### src/rtl/alu_feeder_pkg.sv
// Shared opcode codes, command record layout and FIFO sizing for the ALU feeder.
package alu_feeder_pkg;

   localparam logic [2:0] sOP_NULL    = 3'b000;
   localparam logic [2:0] sOP_ADD     = 3'b001;
   localparam logic [2:0] sOP_SUB     = 3'b010;
   localparam logic [2:0] sOP_AND     = 3'b011;
   localparam logic [2:0] sOP_OR      = 3'b100;
   localparam logic [2:0] sOP_XOR     = 3'b101;
   localparam logic [2:0] sOP_PASSB   = 3'b110;
   localparam logic [2:0] sOP_ILLEGAL = 3'b111;

   localparam int CMD_W      = 12;
   localparam int FIFO_DEPTH = 4;

   // Field order matches the FIFO entry layout {load, op, operand}.
   typedef struct packed {
      logic       load;
      logic [2:0] op;
      logic [7:0] operand;
   } cmd_t;

   function automatic logic op_is_illegal(input logic [2:0] op);
      return op == sOP_ILLEGAL;
   endfunction

endpackage

### src/rtl/alu_feeder_cmd_fifo.sv
// Command FIFO: registered occupancy count, power-of-two depth so pointers wrap naturally.
module cmd_fifo #(
   parameter int WIDTH = 12,
   parameter int DEPTH = 4
) (
   input  logic                     in_clk,
   input  logic                     in_rst,
   input  logic                     push_valid,
   output logic                     push_ready,
   input  logic [WIDTH-1:0]         push_data,
   input  logic                     pop,
   output logic [WIDTH-1:0]         head_data,
   output logic                     empty,
   output logic [$clog2(DEPTH):0]   count
);

   localparam int PW = $clog2(DEPTH);
   localparam int CW = PW + 1;
   localparam logic [CW-1:0] FULL_CNT = CW'(DEPTH);

   logic [WIDTH-1:0] mem_q [DEPTH];
   logic [WIDTH-1:0] mem_d [DEPTH];
   logic [PW-1:0]    wr_ptr_q, wr_ptr_d;
   logic [PW-1:0]    rd_ptr_q, rd_ptr_d;
   logic [CW-1:0]    count_q, count_d;
   logic             not_full;
   logic             do_push;
   logic             do_pop;

   // Readiness looks only at the registered count, so a full FIFO refuses a push even
   // in a cycle where it is also popped. Reset forces ready high while blocking pushes.
   assign not_full   = count_q < FULL_CNT;
   assign push_ready = in_rst | not_full;
   assign do_push    = push_valid & not_full & ~in_rst;
   assign do_pop     = pop & (count_q != '0) & ~in_rst;

   assign head_data = mem_q[rd_ptr_q];
   assign empty     = count_q == '0;
   assign count     = count_q;

   // Next-state for storage, pointers and occupancy.
   always_comb begin
      mem_d    = mem_q;
      wr_ptr_d = wr_ptr_q;
      rd_ptr_d = rd_ptr_q;
      count_d  = count_q;
      if (do_push) begin
         mem_d[wr_ptr_q] = push_data;
         wr_ptr_d        = wr_ptr_q + PW'(1);
      end
      if (do_pop) begin
         rd_ptr_d = rd_ptr_q + PW'(1);
      end
      case ({do_push, do_pop})
         2'b10:   count_d = count_q + CW'(1);
         2'b01:   count_d = count_q - CW'(1);
         default: count_d = count_q;
      endcase
   end

   // Entry storage carries no reset; only entries below the count are ever read.
   always_ff @(posedge in_clk) begin
      mem_q <= mem_d;
   end

   // Pointer and count registers with synchronous reset.
   always_ff @(posedge in_clk) begin
      if (in_rst) begin
         wr_ptr_q <= '0;
         rd_ptr_q <= '0;
         count_q  <= '0;
      end else begin
         wr_ptr_q <= wr_ptr_d;
         rd_ptr_q <= rd_ptr_d;
         count_q  <= count_d;
      end
   end

endmodule

### src/rtl/alu_feeder.sv
// ALU feeder: queues commands, issues them to an external combinational ALU and
// writes the result (or a direct load value) back into the accumulator.
//
// state  | meaning
// IDLE   | waiting for a queued command; pops head and registers ALU operands
// EXEC   | ALU settles on registered operands; result captured at end of cycle
// WB     | accumulator/carry write-back, done/err pulse issued, back to IDLE
module alu_feeder
   import alu_feeder_pkg::*;
(
   input  logic       in_clk,
   input  logic       in_rst,
   input  logic       in_valid,
   input  logic       in_load,
   input  logic [2:0] in_op,
   input  logic [7:0] in_operand,
   output logic       out_ready,
   output logic [7:0] out_alu_a,
   output logic [7:0] out_alu_b,
   output logic [2:0] out_alu_op,
   input  logic [8:0] in_alu_result,
   output logic [7:0] out_acc,
   output logic       out_carry,
   output logic       out_zero,
   output logic       out_done,
   output logic       out_err,
   output logic       out_busy,
   output logic [2:0] out_count
);

   localparam logic [1:0] S_IDLE = 2'd0;
   localparam logic [1:0] S_EXEC = 2'd1;
   localparam logic [1:0] S_WB   = 2'd2;

   logic [1:0] state_q, state_d;
   logic [7:0] acc_q, acc_d;
   logic       carry_q, carry_d;
   logic [7:0] alu_a_q, alu_a_d;
   logic [7:0] alu_b_q, alu_b_d;
   logic [2:0] alu_op_q, alu_op_d;
   logic       load_q, load_d;
   logic       err_flag_q, err_flag_d;
   logic [8:0] res_q, res_d;
   logic       done_q, done_d;
   logic       err_q, err_d;

   cmd_t       push_cmd;
   cmd_t       head_cmd;
   logic       fifo_pop;
   logic       fifo_empty;

   assign push_cmd = {in_load, in_op, in_operand};

   cmd_fifo #(
      .WIDTH (CMD_W),
      .DEPTH (FIFO_DEPTH)
   ) u_cmd_fifo (
      .in_clk     (in_clk),
      .in_rst     (in_rst),
      .push_valid (in_valid),
      .push_ready (out_ready),
      .push_data  (push_cmd),
      .pop        (fifo_pop),
      .head_data  (head_cmd),
      .empty      (fifo_empty),
      .count      (out_count)
   );

   // Sequencer: issue on pop, capture ALU result in EXEC, write back in WB.
   always_comb begin
      state_d    = state_q;
      acc_d      = acc_q;
      carry_d    = carry_q;
      alu_a_d    = alu_a_q;
      alu_b_d    = alu_b_q;
      alu_op_d   = alu_op_q;
      load_d     = load_q;
      err_flag_d = err_flag_q;
      res_d      = res_q;
      done_d     = 1'b0;
      err_d      = 1'b0;
      fifo_pop   = 1'b0;
      case (state_q)
         S_IDLE: begin
            if (!fifo_empty) begin
               fifo_pop   = 1'b1;
               alu_a_d    = acc_q;
               alu_b_d    = head_cmd.operand;
               load_d     = head_cmd.load;
               err_flag_d = op_is_illegal(head_cmd.op);
               alu_op_d   = op_is_illegal(head_cmd.op) ? sOP_NULL : head_cmd.op;
               state_d    = S_EXEC;
            end
         end
         S_EXEC: begin
            res_d   = in_alu_result;
            state_d = S_WB;
         end
         S_WB: begin
            // A load always writes; an illegal ALU op leaves acc and carry untouched.
            if (load_q) begin
               acc_d   = alu_b_q;
               carry_d = 1'b0;
            end else if (!err_flag_q) begin
               acc_d   = res_q[7:0];
               carry_d = res_q[8];
            end
            done_d  = 1'b1;
            err_d   = err_flag_q;
            state_d = S_IDLE;
         end
         default: state_d = S_IDLE;
      endcase
   end

   // State and datapath registers; reset aborts any command in flight.
   always_ff @(posedge in_clk) begin
      if (in_rst) begin
         state_q    <= S_IDLE;
         acc_q      <= '0;
         carry_q    <= 1'b0;
         alu_a_q    <= '0;
         alu_b_q    <= '0;
         alu_op_q   <= sOP_NULL;
         load_q     <= 1'b0;
         err_flag_q <= 1'b0;
         res_q      <= '0;
         done_q     <= 1'b0;
         err_q      <= 1'b0;
      end else begin
         state_q    <= state_d;
         acc_q      <= acc_d;
         carry_q    <= carry_d;
         alu_a_q    <= alu_a_d;
         alu_b_q    <= alu_b_d;
         alu_op_q   <= alu_op_d;
         load_q     <= load_d;
         err_flag_q <= err_flag_d;
         res_q      <= res_d;
         done_q     <= done_d;
         err_q      <= err_d;
      end
   end

   assign out_alu_a  = alu_a_q;
   assign out_alu_b  = alu_b_q;
   assign out_alu_op = alu_op_q;
   assign out_acc    = acc_q;
   assign out_carry  = carry_q;
   assign out_zero   = acc_q == 8'h00;
   assign out_done   = done_q;
   assign out_err    = err_q;
   assign out_busy   = state_q != S_IDLE;

endmodule

### config.mk
export PLATFORM = sky130hd
export DESIGN_NAME = alu_feeder
export DESIGN_NICKNAME = d
export VERILOG_FILES = /design/src/rtl/alu_feeder_pkg.sv /design/src/rtl/alu_feeder_cmd_fifo.sv /design/src/rtl/alu_feeder.sv
export SDC_FILE = /design/constraint.sdc
export NUM_CORES = 1
export LEC_CHECK = 0
export CORE_ASPECT_RATIO = 1.5
export CORE_MARGIN = 3
export CORE_UTILIZATION = 60
export DETAILED_ROUTE_END_ITERATION = 12
export DONT_BUFFER_PORTS = 1
export HOLD_SLACK_MARGIN = 0.02
export PLACE_DENSITY = 0.76
export SLEW_MARGIN = 15
export SYNTH_ARGS = -nofsm -noshare
export SYNTH_HDL_FRONTEND = slang
export SYNTH_SLANG_ARGS = --single-unit
### constraint.sdc
create_clock -name in_clk -period 3.1 [get_ports in_clk]
set_clock_uncertainty 0.1 [all_clocks]
set_input_delay 0.31 -clock in_clk [delete_from_list [all_inputs] [get_ports in_clk]]
set_output_delay 0.31 -clock in_clk [all_outputs]
set_load 0.005 [all_outputs]
Word level (Yosys, flattened, before mapping)
Cells that the tools add are included.
{"block": "totals", "regBits": 98, "in_bits": 24, "elab_cells": 70}
{"block": "op_classes", "add_sub_neg": 4, "muxes": 17, "n_reduce_logical": 10, "n_eq_ne": 7, "magnitude_cmp": 4, "n_bitwise": 10}
{"op": "48-bit bitwise mux", "count": 1}
{"op": "12-bit 2-to-1 mux", "count": 3}
{"op": "12-bit binary-select mux with 2-bit select", "count": 1}
{"op": "12-bit demux with 2-bit select", "count": 1}
{"op": "8-bit 2-to-1 mux", "count": 2}
{"op": "8-bit logical NOT", "count": 1}
{"op": "3-bit greater-or-equal comparator, second input constant", "count": 2}
{"op": "2-bit NOT with 3-bit output", "count": 2}
{"op": "3-bit one-hot mux with 2 select lines", "count": 1}
{"op": "1-bit 2-to-1 mux", "count": 5}
{"op": "2-bit by 1-bit adder with 2-bit output, second input constant", "count": 2}
{"op": "1-bit bitwise AND", "count": 4}
{"op": "2-bit by 1-bit equality test with 1-bit output, second input constant", "count": 2}
{"op": "2-bit equality test, second input constant", "count": 2}
{"op": "2-bit != test, second input constant", "count": 2}
{"op": "2-bit one-hot mux with 2 select lines", "count": 1}
{"op": "2-bit AND reduction", "count": 2}
{"op": "2-bit nonzero test", "count": 2}
{"op": "3-bit by 1-bit adder with 3-bit output, second input constant", "count": 1}
{"op": "3-bit equality test, second input constant", "count": 1}
{"op": "3-bit logical NOT", "count": 1}
{"op": "3-bit by 1-bit < comparator with 1-bit output, second input constant", "count": 1}
{"op": "3-bit < comparator, second input constant", "count": 1}
{"op": "3-bit 2-to-1 mux", "count": 1}
{"op": "other kinds (8)", "count": 10}

Longest topological paths before layout
{"block": "depth", "word_depth": 7, "depth_mapped": 9, "ltp_nobuf": 9}

Modules after synthesis
From an unflattened synthesis, not the netlist that was laid out.
{"block": "unflattened", "cells_unflattened": 305, "area_unflattened_um2": 3854.9}
{"module": "cmd_fifo", "cells_per_inst": 110, "seq_area_each_um2": 1581.5, "n_inst": 1, "area_per_inst_um2": 2193.4}
{"module": "alu_feeder", "cells_per_inst": 195, "seq_area_each_um2": 860.8, "n_inst": 1, "area_per_inst_um2": 1661.6}

Worst setup path after synthesis
OpenSTA, ideal clock, no wires.
{"block": "synth_timing", "path_kind": "register -> register", "start": "register state_q[1]", "end": "register u_cmd_fifo.count_q[2], in the netlist u_cmd_fifo.count[2]", "stages_incl_launch_ff": 10, "setup_time_ps": 70, "period_less_slack_ps": 2290, "t_required_ps": 2930, "t_arrival_ps": 2120, "path_slack_ps": 810, "path_cell_list": "dfxtp_1 nor2_2 inv_1 nor3_1 ha_1 inv_1 fa_1 xor2_1 or3_1 a21oi_1"}
{"block": "synth_between", "elab_chain_cells": 6}
{"element": "from (decl)", "line": "alu_feeder.sv:35", "rtl": "logic [1:0] state_q, state_d;"}
{"element": "from (signal assigned)", "line": "alu_feeder.sv:131", "rtl": "state_q <= state_d;"}
{"element": "2-bit logical NOT (*)", "line": "alu_feeder.sv:83", "rtl": "case (state_q)"}
{"element": "1-bit 2-to-1 mux (*)", "line": "alu_feeder.sv:83"}
{"element": "1-bit bitwise AND (*) (2 in series)", "line": "alu_feeder_cmd_fifo.sv:35", "rtl": "assign do_pop = pop & (count_q != '0) & ~in_rst;"}
{"element": "net u_cmd_fifo.do_pop", "line": "alu_feeder_cmd_fifo.sv:28", "rtl": "logic do_pop;"}
{"element": "2-bit by 1-bit equality test with 1-bit output / 2-bit equality test (equally long branches)", "line": "alu_feeder_cmd_fifo.sv:54", "rtl": "case ({do_push, do_pop})"}
{"element": "3-bit one-hot mux with 2 select lines / 2-bit nonzero test (equally long branches)"}
{"element": "to (signal assigned)", "line": "alu_feeder_cmd_fifo.sv:75", "rtl": "count_q <= count_d;"}
{"element": "to (decl)", "line": "alu_feeder_cmd_fifo.sv:25", "rtl": "logic [CW-1:0] count_q, count_d;"}
Mark *: on every way through the listed nets, which the timed path passes. The rest lies on a longest branch.
A chain may end at the register's enable or synchronous reset.

Worst setup path in the final report
Same ends and word-level chain as after synthesis.

==> results_dict.tcl <==
set metrics [dict create \
    ys_ff_latch 98 \
    min_to "u_cmd_fifo.wr_ptr_q[1]" \
    place_area_um2 3890 \
    fmax_mhz 438 \
    cts_buffer_depth 2 \
    critPathLaunchType "flip-flop" \
    ant_nets 0 \
    timing.rr.start "state_q[1]" \
    dr.pass1.iters 5 \
    cp-end-kind "flip-flop" \
    cts_resized 0 \
    clock_sinks 98 \
    rsz0062_at_grt "false" \
    cts_buffers 9 \
    stdcell_count 401 \
    yosys_most_used_dff "dfxtp_1" \
    finalWorstSetupSlack_ns 0.817 \
    grt_pass1_wl_um 11700 \
    cap_viol_max_count 0 \
    track_usage 0.202 \
    antennaDiodeCount 0 \
    clkTransAtPathRegs_ns 0.09 \
    r2r-end "u_cmd_fifo.count[2]" \
    p_per_area_nw_per_um2 811 \
    synth_top_area_share 0.370 \
    status "finished, final reports clean" \
    dpl.hpwl_um 4790 \
    drive_gt1_frac 0.0826 \
    hold_depth 3 \
    io_buffers 0 \
    io_pins 60 \
    setup_violations 0 \
    grt_pass1_vias 2308 \
    die_y_um 105 \
    worstMarginPinSlew_ns 0.757 \
    ys_warn_count 0 \
    route.detailed.drc 0 \
    fin_crit_sh 0.737 \
    cts_tree "built" \
    gp_congestion 0.861 \
    yosysMostFrequentCell "dfxtp_1" \
    tns_ns 0 \
    pre_cts_slack_ns 0.841 \
    start_util 0.626 \
    grt_max_degree 46 \
    required_ns 3.29 \
    p_leak_uw 0.00145 \
    hold_ws_ns 0.106 \
    yosysTopAreaCell "edfxtp_1" \
    synthesis.nets 336 \
    coreArea_um2 6220 \
    cts_setup_buffers 0 \
    antenna_found_initial 0 \
    netlist_area_um2 3890 \
    vias 2399 \
    overflow 0 \
    async_flop_share 0 \
    drt_iter0_drc 133 \
    htree_levels 3 \
    design_area_um2 4340 \
    area_growth_pct 11.4 \
    finalHoldViolCount 0 \
    path_class "reg2reg" \
    cts-root-buf "clkbuf_8" \
    num_rows 35 \
    maxSlewViolCount 0 \
    dieWidth_um 71.8 \
    die_area_um2 7510 \
    r2r_slack_ns 0.82 \
    avgViaCountPerCell 5.98 \
    min_path_type "in2reg" \
    cp.arrival_ns 2.47 \
    synth_cell_type_count 37 \
    wl_um 7100 \
    wire_per_inst_um 17.7 \
    syn_inst 306 \
    dp_cells 363 \
    clkLatencyLatePin_ns 0.35 \
    layout.nets 352 \
    finalCriticalPeriod_ns 2.28 \
    synthTopCellsByArea "edfxtp_1 (37%), dfxtp_1 (26%), mux4_1 (6.1%), a21oi_1 (5.1%), o21ai_0 (2.6%)" \
    synth_edf_count 48 \
    hp-start "in_rst" \
    ys_seq_area_frac 0.627 \
    synthTopCellsByCount "dfxtp_1 (50), edfxtp_1 (48), a21oi_1 (40)" \
    path_max_fanout 5 \
    ff2ff_path_depth 10 \
    slew_headroom 0.494 \
    ir_drop_mv 0.653 \
    postSynthAreaPerCell_um2 12.7 \
]
[report_power, final]
| group | internal [µW] | switching (µW) |
|---|---|---|
| Clock | 438 | 392 |
| Combinational | 371 | 539 |
| Sequential | 1550 | 228 |
| Total | 2360 | 1160 |
[cell usage in the layout, fill, tap and decap left out, drive strengths merged, types with 5 or more instances in the layout]
cell | Yosys | layout
a211oi | 8 | 8
a21oi | 40 | 40
and2 | 5 | 5
buf | 9 | 5
clkbuf | 12 | 11
dfxtp | 50 | 50
dlygate4sd3 | 0 | 21
edfxtp | 48 | 48
ha | 5 | 5
inv | 8 | 9
mux2i | 8 | 8
mux4 | 12 | 12
nand2 | 23 | 23
nand2b | 5 | 5
nand3 | 18 | 18
nor2 | 9 | 9
nor2b | 6 | 6
o21ai | 20 | 20
[worst max-delay path by stage]
stage          slack [ns]                  end  startpoint  depth (start not counted)
2_1_floorplan        0.81  u_cmd_fifo.count[2]  state_q[1]                          9
4_1_cts              0.81  u_cmd_fifo.count[2]  state_q[1]                         10
3_3_place_gp         0.94  u_cmd_fifo.count[2]  state_q[1]                         10
5_1_grt              0.62  u_cmd_fifo.count[2]  state_q[1]                         10
6_report             0.82  u_cmd_fifo.count[2]  state_q[1]                         10
3_5_place_dp         0.84  u_cmd_fifo.count[2]  state_q[1]                         10
[final cells by class]
cell class                 instances  area [µm²]
tap                               74        92.6
clock inverter                     5        51.3
sequential                        98        2440
inverter                           8        30.0
timing repair buffer              26         260
clock buffer                      11         163
multi-input combinational        179        1300
fill                             446        1880
[worst max-delay path: stages (launching register included)]
cell and delay (ns):
dfxtp_1 0.35, nor2_2 0.13, inv_1 0.06, nor3_1 0.20, buf_4 0.17, ha_1 0.18, inv_1 0.06, fa_1 0.38
xor2_1 0.16, or3_1 0.30, a21oi_1 0.14
[routing by layer]
metal / share of wire / track usage / up-vias
li1: - / - / 1163
met1: 0.39 / 0.244 / 1171
met2: 0.55 / 0.345 / 57
met3: 0.041 / 0.0337 / 8
met4: 0.013 / 0.0927 / 0
met5: 0 / 0 / -
[what timing repair did]
action                                  CTS  global route
endpoints found under the hold margin    93             0
hold buffers                             22             0
endpoints found under the setup margin    0             0
[registers in the layout (all words and copies together) (netlist names)]
| name | flops |
|---|---|
| out_alu_a | 8 |
| u_cmd_fifo.mem_q | 48 |
| load_q | 1 |
| out_err | 1 |
| u_cmd_fifo.wr_ptr_q | 2 |
| err_flag_q | 1 |
| out_carry | 1 |
| out_alu_op | 3 |
| u_cmd_fifo.count | 3 |
| res_q | 9 |
| out_done | 1 |
| state_q | 2 |
| out_acc | 8 |
| u_cmd_fifo.rd_ptr_q | 2 |
| out_alu_b | 8 |
[per-stage QoR]
stage	power [µW]	utilization
floorplan	2470	-
global placement	2670	0.626
finish	3520	0.697
detailed placement	2690	0.626
global route	3730	0.697
CTS	3560	0.697
[kinds of logic after synthesis]
| group | Yosys count | synth area share |
|---|---|---|
| compound gates | 74 | 0.107 |
| fa+ha+maj | 6 | 0.0212 |
| mux | 20 | 0.0987 |
| flops | 98 | 0.627 |
| xor+xnor | 3 | 0.00675 |
| buf+inv | 29 | 0.0408 |
| simple gates | 76 | 0.0987 |
No activity file was read; power rests on OpenSTA's default activity.
